===== config.mk =====
export PLATFORM = sky130hd
export DESIGN_NAME = riscv_fetch_unit
export DESIGN_NICKNAME = d
export VERILOG_FILES = /design/src/rtl/riscv_fetch_unit.sv
export SDC_FILE = /design/constraint.sdc
export NUM_CORES = 1
export LEC_CHECK = 0
export BUFFER_PORTS_ARGS = -buffer_cell sky130_fd_sc_hd__buf_2
export CORE_ASPECT_RATIO = 1.25
export CORE_MARGIN = 2
export CORE_UTILIZATION = 54
export CTS_BUF_LIST = sky130_fd_sc_hd__clkbuf_4 sky130_fd_sc_hd__clkbuf_8
export CTS_CLUSTER_SIZE = 25
export DETAILED_ROUTE_END_ITERATION = 8
export PLACE_DENSITY = 0.79
export SKIP_CTS_REPAIR_TIMING = 1
export SYNTH_ARGS = -nofsm -noshare
export SYNTH_HDL_FRONTEND = slang
export SYNTH_SLANG_ARGS = --single-unit

===== constraint.sdc =====
create_clock -name clk -period 4.7 [get_ports clk]
set_input_delay 0.235 -clock clk [delete_from_list [all_inputs] [get_ports clk]]
set_output_delay 0.235 -clock clk [all_outputs]
set_load 0.02 [all_outputs]

===== src/rtl/riscv_fetch_unit.sv =====
// Instruction-fetch front end: owns the fetch PC, reads program memory
// combinationally, and buffers {pc, instr} pairs for decode in a small FIFO.
// Redirects flush the buffer and restart fetch from the aligned target.
module riscv_fetch_unit #(
    parameter int               XLEN         = 32,
    parameter int               FIFO_DEPTH   = 4,
    parameter logic [XLEN-1:0]  RESET_VECTOR = '0
) (
    input  logic                              clk,
    input  logic                              reset,
    input  logic                              stall_i,
    input  logic                              redirect_i,
    input  logic [XLEN-1:0]                   redirect_pc_i,
    output logic [XLEN-1:0]                   imem_addr_o,
    input  logic [XLEN-1:0]                   imem_rdata_i,
    output logic                              inst_valid_o,
    input  logic                              inst_ready_i,
    output logic [XLEN-1:0]                   inst_o,
    output logic [XLEN-1:0]                   inst_pc_o,
    output logic                              misaligned_o,
    output logic [$clog2(FIFO_DEPTH+1)-1:0]   count_o
);

    localparam int PTR_W = $clog2(FIFO_DEPTH);
    localparam int CNT_W = $clog2(FIFO_DEPTH + 1);
    localparam logic [CNT_W-1:0] DEPTH_CNT = CNT_W'(FIFO_DEPTH);

    logic [XLEN-1:0]  pc_reg;
    logic [PTR_W-1:0] wr_ptr_reg;
    logic [PTR_W-1:0] rd_ptr_reg;
    logic [CNT_W-1:0] count_reg;
    logic             misaligned_reg;

    // Buffer storage: kept as reset registers so the head never reads X.
    logic [XLEN-1:0]  pc_mem    [FIFO_DEPTH];
    logic [XLEN-1:0]  instr_mem [FIFO_DEPTH];

    logic             head_valid;
    logic             pop;
    logic             push;
    logic [CNT_W-1:0] count_next;

    assign head_valid = (count_reg != '0);

    // A redirect squashes whatever decode would have taken this cycle.
    assign pop  = head_valid & inst_ready_i & ~redirect_i;
    // Full buffer may still accept a fetch when the head leaves this cycle.
    assign push = ~redirect_i & ~stall_i & ((count_reg < DEPTH_CNT) | pop);

    // Occupancy update: net change of push minus pop.
    always_comb begin
        count_next = count_reg;
        case ({push, pop})
            2'b10:   count_next = count_reg + CNT_W'(1);
            2'b01:   count_next = count_reg - CNT_W'(1);
            default: count_next = count_reg;
        endcase
    end

    // Control state: fetch PC, pointers, occupancy and the sticky alignment flag.
    always_ff @(posedge clk) begin
        if (reset) begin
            pc_reg         <= RESET_VECTOR;
            wr_ptr_reg     <= '0;
            rd_ptr_reg     <= '0;
            count_reg      <= '0;
            misaligned_reg <= 1'b0;
        end else if (redirect_i) begin
            pc_reg         <= {redirect_pc_i[XLEN-1:2], 2'b00};
            wr_ptr_reg     <= '0;
            rd_ptr_reg     <= '0;
            count_reg      <= '0;
            if (redirect_pc_i[1:0] != 2'b00) begin
                misaligned_reg <= 1'b1;
            end
        end else begin
            if (push) begin
                pc_reg     <= pc_reg + XLEN'(4);
                wr_ptr_reg <= wr_ptr_reg + PTR_W'(1);
            end
            if (pop) begin
                rd_ptr_reg <= rd_ptr_reg + PTR_W'(1);
            end
            count_reg <= count_next;
        end
    end

    // Buffer write: capture the fetched pair at the write pointer.
    always_ff @(posedge clk) begin
        if (reset) begin
            for (int i = 0; i < FIFO_DEPTH; i++) begin
                pc_mem[i]    <= '0;
                instr_mem[i] <= '0;
            end
        end else if (push) begin
            pc_mem[wr_ptr_reg]    <= pc_reg;
            instr_mem[wr_ptr_reg] <= imem_rdata_i;
        end
    end

    assign imem_addr_o  = pc_reg;
    assign inst_valid_o = head_valid;
    assign inst_o       = instr_mem[rd_ptr_reg];
    assign inst_pc_o    = pc_mem[rd_ptr_reg];
    assign misaligned_o = misaligned_reg;
    assign count_o      = count_reg;

endmodule


---- Yosys cells after proc, flatten, opt, wreduce, memory -nomap -nowiden ----
Memories as Yosys holds them, arrays and structs flattened. A register that Yosys moved wholly into a read port is not among the register bits.
Index checks and enable logic that the tools add are counted.
storage, ports and cells
  register bits after elaboration ......... 40
  memory bits (writable) .................. 256
  output and inout port bits .............. 101
  word-level logic and storage cells ...... 49
  memories kept ........................... 2
memories
  memory     words  bits a word  rd ports  clocked after memory_dff  write ports  line  source
  instr_mem  4      32           1         1                         4            36    logic [XLEN-1:0] instr_mem [FIFO_DEPTH];
  pc_mem     4      32           1         1                         4            35    logic [XLEN-1:0] pc_mem [FIFO_DEPTH];
cells by class
  add/sub/neg operators ................... 5
  magnitude comparators ................... 1
  eq/ne operators ......................... 2
  mux-type cells .......................... 18
  bitwise operators ....................... 7
  reductions and logical operators ........ 8
operators by type and width
  cell                                                                   number
  32-bit two-way mux                                                     4
  32-bit OR reduction                                                    2
  32-bit by 3-bit adder with 32-bit output, second input constant        1
  2-bit two-way mux                                                      6
  1-bit two-way mux                                                      7
  3-bit one-hot mux with 2 select lines                                  1
  2-bit nonzero test                                                     3
  2-bit by 1-bit adder with 2-bit output, second input constant          2
  1-bit bitwise AND                                                      4
  3-bit by 1-bit adder with 3-bit output, second input constant          1
  3-bit < comparator, second input constant                              1
  3-bit nonzero test                                                     1
  3-bit by 1-bit subtractor with 3-bit output, second input constant     1
  2-bit by 1-bit equality test with 1-bit output, second input constant  1
  2-bit equality test, second input constant                             1
  1-bit inverter                                                         2
  2-bit AND reduction                                                    1
  2-bit OR reduction                                                     1
  1-bit OR                                                               1

---- Depth between registers and ports, before layout ----
  depth in word-level cells ............... 10
  mapped depth ............................ 10

---- Worst setup path after synthesis ----
OpenSTA, ideal clock, no wires.
  kind .................................... flip-flop to flip-flop
  from .................................... register count_reg[2] (netlist: count_o[2])
  to ...................................... memory instr_mem[1][0], enable pin
  library setup time ...................... 0.495 ns
  data arrival time ....................... 4.117 ns
  path slack .............................. 0.088 ns
  cell stages (with the launch flop) ...... 6
  clock period less this slack ............ 4.612 ns
  cell sequence ........................... dfxtp_1 nor2b_1 buf_2 nor3_1 inv_1 o21bai_1
RTL lines
  item                    line  source
  from (decl)             31    logic [CNT_W-1:0] count_reg;
  from (signal assigned)  84    count_reg <= count_next;
  to (decl)               36

---- Worst setup path after layout ----
  from .................................... register count_reg[2] (netlist: count_o[2])
  to ...................................... register count_reg[2] (netlist: count_o[2])
on the way
  cells in the longest elaborated chain, start to end .. 7
  elaborated cells between the ends (all ways) .. 12
ends and longest elaborated chain
  item                                                                                          line  source
  3-bit nonzero test                                                                            43    assign head_valid = (count_reg != '0);
  1-bit bitwise AND (2 in a row)                                                                46    assign pop = head_valid & inst_ready_i & ~redirect_i;
  1-bit OR                                                                                      48    assign push = ~redirect_i & ~stall_i & ((count_reg < DEPTH_CNT) | pop);
  1-bit bitwise AND                                                                             48
  2-bit by 1-bit equality test with 1-bit output / 2-bit equality test (equally long branches)  53    case ({push, pop})
  3-bit one-hot mux with 2 select lines / 2-bit nonzero test (equally long branches)            n/a
Parallel ways exist; a longest one is shown, timed or not.
A chain may end at the register's enable or synchronous reset.

==> impl_metrics.yaml <==
global_routing:
  grt_pass1_wl_mm: 42.4
  grt_overflow_total: 0
  grt_pass1_vias: 8213
  grt_max_degree: 63
  antenna_found_initial: 0
  grtUsageTotal_pct: 22.4
floorplan:
  coreArea_um2: 22900
  fp.dieH_um: 174
  initial_core_util_pct: 54.8
  die_w_um: 140
  ios: 170
  row_count: 62
  dieArea_um2: 24500
clocking:
  cts_buffers: 42
  cts_sinks: 288
  tritoncts: "done"
  path_clk_slew_ns: 0.06
  cts.path.max_buffers: 3
  clk_latency_ns: 0.53
  cts.root.buffer_cell: "clkbuf_8"
  htree_levels: 2
critical_path:
  startpoint_type: "flip-flop"
  crit_required_ns: 5.15
  cpPeakStageDelay_ns: 0.87
  endpoint_kind: "flip-flop"
  cpMaxStageDelayCell: "nor2b_1"
  arrival_ns: 3.59
  worst-path-buf-inv: 2
  path_class: "flip-flop to flip-flop"
  path_delay_family: "simple AND/OR/NAND/NOR gates"
  critPathMaxFanout: 12
  crit_chain: "nor2b_1 > nor3_1 > inv_1 > ha_1 > inv_1 > fa_1 > xor2_1 > or3_1 > a21oi_1"
  cp_common_cell: "inv_1"
sta:
  whs_ns: -0.0149
  rsz0062_at_grt: "false"
  finalCritPeriodShare_pct: 66.7
  min_period_ns: 3.13
  setup_violations: 0
  skew_ns: 0.0162
  fmax_mhz: 319
  finalMaxSlewViolations: 0
  setup_tns_ns: 0
  worstMarginPinSlew_ns: 1.09
  slew_headroom_pct: 27.4
  hold_viol_final: 2
run_status:
  outcome: "finished, violations left"
  failed_checks: "negative hold slack"
power_and_ir_drop:
  vdd_drop_max_uv: 299
  power_density_nw_per_um2: 365
  p_leak_nw: 6.04
  power_w: 0.00543
synth:
  yosys_warnings: 0
  yosysMostFrequentCell: "edfxtp_1"
  synth_cell_types: 53
  synth.avg_cell_area_um2: 13.5
  synth_edf_count: 248
  seq_area_frac_synth_pct: 65.8
  synth_ff_type: "edfxtp_1"
  ys_ff_latch: 288
  netlist.area_leader.share_pct: 59.4
  synth_area_um2: 12500
  synthTopCellsByArea: "edfxtp_1 (59%), mux4_2 (11%), dfxtp_1 (6.4%)"
  syn_inst: 930
  ys_top_cells_by_count: "edfxtp_1 (248), nor2_1 (186), nand2_1 (89), inv_1 (70), mux4_2 (62)"
  synth_top_cell_by_area: "edfxtp_1"
  async_reset_ff_share_pct: 0
finish:
  instances_no_fill: 1456
  area_growth_pct: 18.5
  regMostFlops: "instr_mem"
  nNetsFinal: 1206
  diodes: 0
  fin_util_pct: 64.9
  drive_gt1_share_pct: 27.8
  largest_register_ffs: 128
route:
  post_drt_wl_per_cell_um: 19.1
  drt-vias-per-instance: 5.55
  vias: 8084
  drc: 0
  drtAntennaViolNets: 0
  drtPass1Iterations: 5
  wirelength_mm: 27.8
  drt_iter0_drc: 688
place:
  dp.cells: 1338
  place_hpwl_mm: 15.7
  gp_congestion: 0.808
  port_buffers: 165
worst_hold_path:
  min_path_type: "primary input to flip-flop"
run:
  drv_cap: 0
[worst paths after layout]
path,startpoint,slack (ns),end,depth (start not counted)
worst max register to register,count_o[2]$_SDFFE_PP0P_,1.57,count_o[2]$_SDFFE_PP0P_,9
worst max-delay path,count_o[2]$_SDFFE_PP0P_,1.57,count_o[2]$_SDFFE_PP0P_,9
worst min register to register,misaligned_o$_SDFFE_PP0P_,0.48,misaligned_o$_SDFFE_PP0P_,2
worst min-delay path,redirect_pc_i[13],-0.01,imem_addr_o[13]$_SDFFE_PP0P_,3
[stage by stage]
stage / worst slack [ns] / area (um^2)
finish: 1.57 / 14900
global placement: 1.69 / 13600
CTS: 1.59 / 14500
floorplan: 0.0880 / 12500
detailed placement: 1.62 / 13600
global route: 1.34 / 14900
[per-layer routing]
layer / routed length (um) / vias to the layer above / global-route usage (%)
li1: - / 3708 / -
met1: 10700 / 3979 / 28.1
met2: 14400 / 346 / 38.5
met3: 2010 / 51 / 3.94
met4: 783 / 0 / 9.51
met5: 0 / - / 0
[final cells by class]
cell class              instances  area, um^2
flip-flops and latches        288        8260
fillers                      1610        8030
multi-input cells             517        3790
repair buffers                214        1310
clock buffers                  60         751
well taps                     288         360
inverters                      71         267
clock inverters                18         130
[cell usage in the layout (no fill, tap or decap), drive strengths merged, types with 5 or more instances in the layout]
master	count
edfxtp	248
nor2	189
buf	174
nand2	89
inv	71
mux4	62
clkbuf	60
dlygate4sd3	40
dfxtp	40
and2	34
xor2	29
a211oi	16
clkinv	15
nand4	13
a21oi	12
nand3	11
nor3	7
and3	5
nor4	5
[tightest hold or removal path: cells and delay by family]
| kind | cells | cell delay (ns) |
|---|---|---|
| and+or+nand+nor | 1 | 0.08 |
| AOI/OAI and AO/OA | 1 | 0.05 |
| buffers and inverters | 1 | 0.09 |
[where the power goes]
part | switching [W] | internal (W)
clock network | 0.000904 | 0.00114
logic | 0.000263 | 0.000160
registers | 0.0000631 | 0.00290
[kinds of logic (layout without fill, tap and decap cells)]
| group | after synthesis | in the layout | synth area share, % |
|---|---|---|---|
| compound gates | 42 | 42 | 2.20 |
| xor+xnor | 33 | 33 | 2.31 |
| fa+ha+maj | 3 | 3 | 0.359 |
| buf+inv | 128 | 363 | 4.37 |
| flops | 288 | 288 | 65.8 |
| mux | 65 | 65 | 11.4 |
| other cells | 1 | 4 | 0.0299 |
| simple gates | 370 | 370 | 13.5 |
No activity file was read; power rests on OpenSTA's default activity.
